--- src/rtl/shift_engine_pkg.sv ---
// Shared constants and types for the multi-cycle shift engine.
// Fill-mode encodings and the sequencer state enum.
package shift_engine_pkg;

    localparam logic [1:0] MODE_LOG = 2'b00;
    localparam logic [1:0] MODE_ARI = 2'b01;
    localparam logic [1:0] MODE_ROT = 2'b10;
    localparam logic [1:0] MODE_RTC = 2'b11;

    typedef enum logic [1:0] {
        IDLE  = 2'b00,
        SHIFT = 2'b01,
        DONE  = 2'b10
    } state_t;

endpackage

--- src/rtl/shift_step.sv ---
// Combinational single-bit shift/rotate step.
// dir: 0 = left, 1 = right; the displaced bit becomes the new carry.
module shift_step
    import shift_engine_pkg::*;
#(
    parameter int WIDTH = 8
) (
    input  logic [WIDTH-1:0] data,
    input  logic             carry,
    input  logic             dir,
    input  logic [1:0]       mode,
    output logic [WIDTH-1:0] next_data,
    output logic             next_carry
);

    logic fill;

    always_comb begin
        fill = 1'b0;
        if (!dir) begin
            unique case (mode)
                MODE_LOG, MODE_ARI: fill = 1'b0;
                MODE_ROT:           fill = data[WIDTH-1];
                MODE_RTC:           fill = carry;
            endcase
            next_data  = {data[WIDTH-2:0], fill};
            next_carry = data[WIDTH-1];
        end else begin
            unique case (mode)
                MODE_LOG: fill = 1'b0;
                MODE_ARI: fill = data[WIDTH-1];
                MODE_ROT: fill = data[0];
                MODE_RTC: fill = carry;
            endcase
            next_data  = {fill, data[WIDTH-1:1]};
            next_carry = data[0];
        end
    end

endmodule

--- src/rtl/shift_engine.sv ---
// Multi-cycle shifter: one bit per cycle, with a one-cycle done pulse.
// Operands are latched on accept so input changes cannot disturb a run.
module shift_engine
    import shift_engine_pkg::*;
#(
    parameter int WIDTH = 8,
    parameter int AW    = $clog2(WIDTH)
) (
    input  logic             clk,
    input  logic             rst_n,
    input  logic             start,
    input  logic [WIDTH-1:0] A,
    input  logic [AW-1:0]    AMT,
    input  logic             LR,
    input  logic [1:0]       MODE,
    input  logic             CIN,
    output logic [WIDTH-1:0] Y,
    output logic             C,
    output logic             busy,
    output logic             done
);

    state_t            state;
    state_t            state_n;
    logic [AW-1:0]     count;
    logic [AW-1:0]     count_n;
    logic              lr_q;
    logic              lr_n;
    logic [1:0]        mode_q;
    logic [1:0]        mode_n;
    logic [WIDTH-1:0]  y_n;
    logic              c_n;
    logic [WIDTH-1:0]  step_y;
    logic              step_c;

    shift_step #(.WIDTH(WIDTH)) u_step (
        .data       (Y),
        .carry      (C),
        .dir        (lr_q),
        .mode       (mode_q),
        .next_data  (step_y),
        .next_carry (step_c)
    );

    always_ff @(posedge clk) begin
        if (!rst_n) begin
            state  <= IDLE;
            Y      <= '0;
            C      <= 1'b0;
            count  <= '0;
            lr_q   <= 1'b0;
            mode_q <= MODE_LOG;
        end else begin
            state  <= state_n;
            Y      <= y_n;
            C      <= c_n;
            count  <= count_n;
            lr_q   <= lr_n;
            mode_q <= mode_n;
        end
    end

    always_comb begin
        state_n = state;
        y_n     = Y;
        c_n     = C;
        count_n = count;
        lr_n    = lr_q;
        mode_n  = mode_q;
        unique case (state)
            IDLE: begin
                if (start) begin
                    y_n     = A;
                    c_n     = CIN;
                    count_n = AMT;
                    lr_n    = LR;
                    mode_n  = MODE;
                    state_n = (AMT == '0) ? DONE : SHIFT;
                end
            end
            SHIFT: begin
                y_n     = step_y;
                c_n     = step_c;
                count_n = count - AW'(1);
                if (count == AW'(1)) state_n = DONE;
            end
            DONE:    state_n = IDLE;
            default: state_n = IDLE;
        endcase
    end

    assign busy = (state != IDLE);
    assign done = (state == DONE);

endmodule

--- config.mk ---
export PLATFORM = sky130hd
export DESIGN_NAME = shift_engine
export DESIGN_NICKNAME = d
export VERILOG_FILES = /design/src/rtl/shift_engine_pkg.sv /design/src/rtl/shift_step.sv /design/src/rtl/shift_engine.sv
export SDC_FILE = /design/constraint.sdc
export NUM_CORES = 1
export LEC_CHECK = 0
export ABC_AREA = 1
export CAP_MARGIN = 25
export CORE_ASPECT_RATIO = 0.75
export CORE_MARGIN = 8
export CORE_UTILIZATION = 49
export DETAILED_ROUTE_END_ITERATION = 8
export PLACE_DENSITY = 0.8
export RECOVER_POWER = 50
export SKIP_CTS_REPAIR_TIMING = 1
export SLEW_MARGIN = 20
export SYNTH_ARGS = -nofsm -noshare
export SYNTH_HDL_FRONTEND = slang
export SYNTH_SLANG_ARGS = --single-unit
--- constraint.sdc ---
create_clock -name clk -period 3.14 [get_ports clk]
set_input_delay 0.628 -clock clk [delete_from_list [all_inputs] [get_ports clk]]
set_output_delay 0.628 -clock clk [all_outputs]
set_load 0.05 [all_outputs]
; Word level (Yosys, flattened, before mapping)
; Index checks and enable logic that the tools add are counted.
[op_classes]
add_sub_neg = 1
eq_ne = 9
muxes = 14
reduce_logical = 10
[op_table]
columns = op, n
row1 = 8-bit 2-to-1 mux, 2
row2 = 8-bit one-hot mux with 2 select lines, 1
row3 = "2-bit equality test, second input constant", 3
row4 = 2-bit 2-to-1 mux, 3
row5 = 1-bit one-hot mux with 3 select lines, 2
row6 = 3-bit one-hot mux with 2 select lines, 1
row7 = 2-bit AND reduction, 3
row8 = "2-bit by 1-bit equality test with 1-bit output, second input constant", 2
row9 = 2-bit logical NOT, 2
row10 = "2-bit inequality test, second input constant", 2
row11 = 2-bit one-hot mux with 2 select lines, 1
row12 = 2-bit nonzero test, 2
row13 = "3-bit by 1-bit equality test with 1-bit output, second input constant", 1
row14 = 3-bit logical NOT, 1
row15 = 3-bit 2-to-1 mux, 1
row16 = "3-bit inequality test, second input constant", 1
row17 = 3-bit AND reduction, 1
row18 = "3-bit by 1-bit subtractor with 3-bit output, second input constant", 1
row19 = 1-bit 2-to-1 mux, 2
row20 = 1-bit one-hot mux with 2 select lines, 1
row21 = 2-bit OR reduction, 1
[totals]
regBits = 17
in_bits = 18
out_inout_bits = 11
wordCells = 41

; Depth between registers and ports, before layout
[depth]
depth_word = 5
depth_mapped = 8
ltp_nobuf = 7

; Hierarchy
; From an unflattened synthesis, not the netlist that was laid out.
[unflattened]
cells_unflattened = 187
hier_area_um2 = 1064.8
[by_module_without_submodules]
columns = module, instances, cells_each, area_each_um2
row1 = shift_engine, 1, 151, 902.1
row2 = shift_step, 1, 36, 162.7

; Worst setup path after synthesis
; No wires, ideal clock.
[synth_timing]
path_type = register to output
start = reg state[1]
end = out done
arrival_time_ps = 1114
required_ps = 2512
path_slack_ps = 1398
stages_incl_launch_ff = 3
path_buffers = 0
path_cell_list = dfxtp_1 -> inv_2 -> nor2_1
[synth_between]
elab_chain_cells = 1
[synth_lines]
columns = item, line_no
row1 = "start, declared", shift_engine.sv:23  ; state_t state;
row2 = "start signal, assigned", shift_engine.sv:54  ; state <= state_n;
row3 = 2-bit equality test, shift_engine.sv:93  ; assign done = (state == DONE);
row4 = "end, declared", shift_engine.sv:20  ; output logic done
; No other way between the ends.

; Final worst setup path
[layout_timing]
start = in start
end = reg C
[layout_between]
elab_chain_cells = 2
[layout_lines]
columns = item, line_no
row1 = "start, declared", shift_engine.sv:11  ; input logic start,
row2 = 2-bit inequality test (no source line), -
row3 = 2-bit AND reduction (no source line), -
row4 = "end signal, assigned", shift_engine.sv:56  ; C <= c_n;
row5 = "end, declared", shift_engine.sv:18  ; output logic C,
; No other way between the ends.
; A chain may end at the register's enable or synchronous reset.

==> run_results.csv <==
group,metric,value,unit
placement,dp_hpwl,1941,µm
logic_synthesis,syn_avg_cell_area,6.990,µm²
finish,area_growth,28.53,%
hold_path,hp-class,"flip-flop to flip-flop",
job,cap_viol_max_count,0,
logic_synthesis,synth_top_cell_by_area,"dfxtp_1",
detailed_routing,first_pass_iters,4,
clock_network,cts_buffers,3,
timing,finalHoldViolations,0,
timing,clock_skew,3.774,ps
timing,layout_setup_ws,755.0,ps
clock_network,htreeDepth,1,
die,die_y,54.43,µm
global_route,grt_pass1_wl,4526,µm
logic_synthesis,synth.area.top_cells,"dfxtp_1, a21oi_1, nand2_1",
global_route,grt_pass1_vias,1054,
clock_network,cts_root_buf,"clkbuf_4",
status,outcome,"finished, final reports clean",
logic_synthesis,async_flop_share,0,%
timing,worst_slew_pin_slew,516.5,ps
die,die_x,67.24,µm
die,pin_count,29,
critical_path,cp-end-kind,"flip-flop",
timing,timing.setup.tns,0,ps
logic_synthesis,netlist_area,964.7,µm²
logic_synthesis,synth_edf_count,0,
placement,placed_cell_area,1224,µm²
critical_path,critPathRequiredTime,3330,ps
finish,fill_cells,187,
logic_synthesis,ys_warn_count,0,
logic_synthesis,synthTopCellsByCount,"a21oi_1, nand2_1, dfxtp_1",
critical_path,cpPeakStageDelay,580,ps
critical_path,cp.arrival,2580,ps
critical_path,critPathLaunchType,"primary input",
logic_synthesis,synth-seq-cells,17,
detailed_routing,drt_iter0_drc,55,
logic_synthesis,synth-seq-area-share,35.28,%
timing,slew_headroom,65.45,%
global_route,grt_max_degree,17,
clock_network,cts_tree,"done",
logic_synthesis,synthCells,138,
global_route,grt_antenna_before_repair,0,
power,irDropWorstVdd,0.3917,mV
die,coreArea,1927,µm²
critical_path,path_class,"primary input to flip-flop",
logic_synthesis,synth_fp_nets,158,
timing,rsz0062_at_grt,"no",
finish,layout-drive-gt1-share,7.273,%
timing,fin_crit_sh,75.95,%
timing,finalSetupViolCount,0,
global_route,grt.total_usage,16.23,%
finish,fin_area,1240,µm²
critical_path,path_max_fanout,14,
detailed_routing,drcViolationCount,0,
global_route,overflow,0,
power,p_leak,0.5048,nW
clock_network,cts_num_sinks,17,
logic_synthesis,dominantRegCellSynth,"dfxtp_1",
timing,max_freq,0.4193,GHz
timing,maxSlewViolCount,0,
critical_path,cpMaxStageDelayCell,"dlygate4sd3_1",
finish,diodes,0,
detailed_routing,avgViaCountPerCell,5.402,
logic_synthesis,yosysUniqueCellTypes,20,
die,rows,14,
die,initial_core_util,50.06,%
detailed_routing,wirelength,2698,µm
power,power_density,511.6,nW/µm²
die,die_area,3659,µm²
logic_synthesis,synth_top_area_share,35.28,%
finish,layout.nets,186,
placement,place_congestion,0.8367,
clock_network,clk_path_buf_depth,2,
logic_synthesis,yosysMostFrequentCell,"a21oi_1",
clock_network,clk_latency,300,ps
placement,place_ws,1103,ps
power,power,0.6343,mW
detailed_routing,ant_nets,0,
critical_path,crit_chain,"dlygate4sd3_1 > nand2_1 > nand2_1 > clkinvlp_2 > a21oi_1 > a21oi_1",
placement,place.port_buffers,28,
detailed_routing,via_count,1021,
detailed_routing,wl_per_cell,14.28,µm
timing,fin_crit,2385,ps
clock_network,clk_pin_slew_worst_paths,100,ps
final cells by class:
class | instances | area [µm²] | share of cell area, %
multi-input combinational | 97 | 490.5 | 39.56
inverter | 19 | 72.57 | 5.853
tap | 24 | 30.03 | 2.422
timing repair buffer | 28 | 280.3 | 22.60
clock buffer | 4 | 26.28 | 2.119
sequential | 17 | 340.3 | 27.45
placed cells by master (no fill, tap or decap):
| cell type | synthesis | routed |
|---|---|---|
| nand3_1 | 9 | 9 |
| o21ai_1 | 11 | 9 |
| nand2_4 | 2 | 1 |
| dlygate4sd3_1 | 0 | 2 |
| clkbuf_1 | 1 | 1 |
| nand3_2 | 1 | 1 |
| clkinvlp_2 | 0 | 1 |
| clkbuf_4 | 0 | 3 |
| o21ai_0 | 11 | 13 |
| ha_1 | 2 | 2 |
| clkdlybuf4s50_1 | 0 | 26 |
| dfxtp_1 | 17 | 17 |
| inv_1 | 15 | 15 |
| nand2_1 | 19 | 21 |
| a21oi_1 | 25 | 25 |
| inv_2 | 3 | 3 |
| o211ai_1 | 2 | 2 |
| nor2_1 | 11 | 11 |
| a21oi_2 | 2 | 2 |
| nor2_4 | 1 | 1 |
power breakdown:
part / switching [mW] / internal, mW / leakage [nW]
clock: 0.0714 / 0.0496 / 0.0150
combinational: 0.157 / 0.0861 / 0.349
sequential: 0.0282 / 0.242 / 0.141
kinds of logic (layout without fill, tap and decap cells):
logic type,after synthesis,in the layout,share of synthesized area [%]
simple gates,44,44,21.53
buf+inv,24,51,12.84
compound gates,51,51,27.76
flops,17,17,35.28
fa+ha+maj,2,2,2.594
through the flow:
stage	std cells	hold slack, ps	util [%]
after floorplan	138	455.9	-
after global routing	189	561.5	64.35
after detailed placement	185	513.7	63.51
after CTS	189	530.8	64.87
after global placement	185	479.6	63.51
final	189	533.8	64.35
final timing paths:
path            start        to  slack, ps  depth (start not counted)
max             start         C        760                          6
min          count[2]  count[2]        530                          2
max reg2reg  state[0]         C       1190                          5
min reg2reg  count[2]  count[2]        530                          2
per-layer routing:
layer / track usage, % / vias to the layer above / part of all wire (%)
met5: 0 / - / 0
met4: 7.266 / 0 / 1.6
met3: 6.748 / 6 / 10
met2: 27.26 / 44 / 45
met1: 17.92 / 462 / 43
li1: - / 509 / -
worst max-delay path, delay by kind of cell:
kind	cells	cell delay, ps
and+or+nand+nor	2	530
AOI/OAI and AO/OA	2	350
buffers and inverters	2	1070
state kept, by name, summed over array words and instances (netlist names):
name    count
C           1
Y           8
count       3
lr_q        1
mode_q      2
state       2
Power figures use the tool's default switching activity.
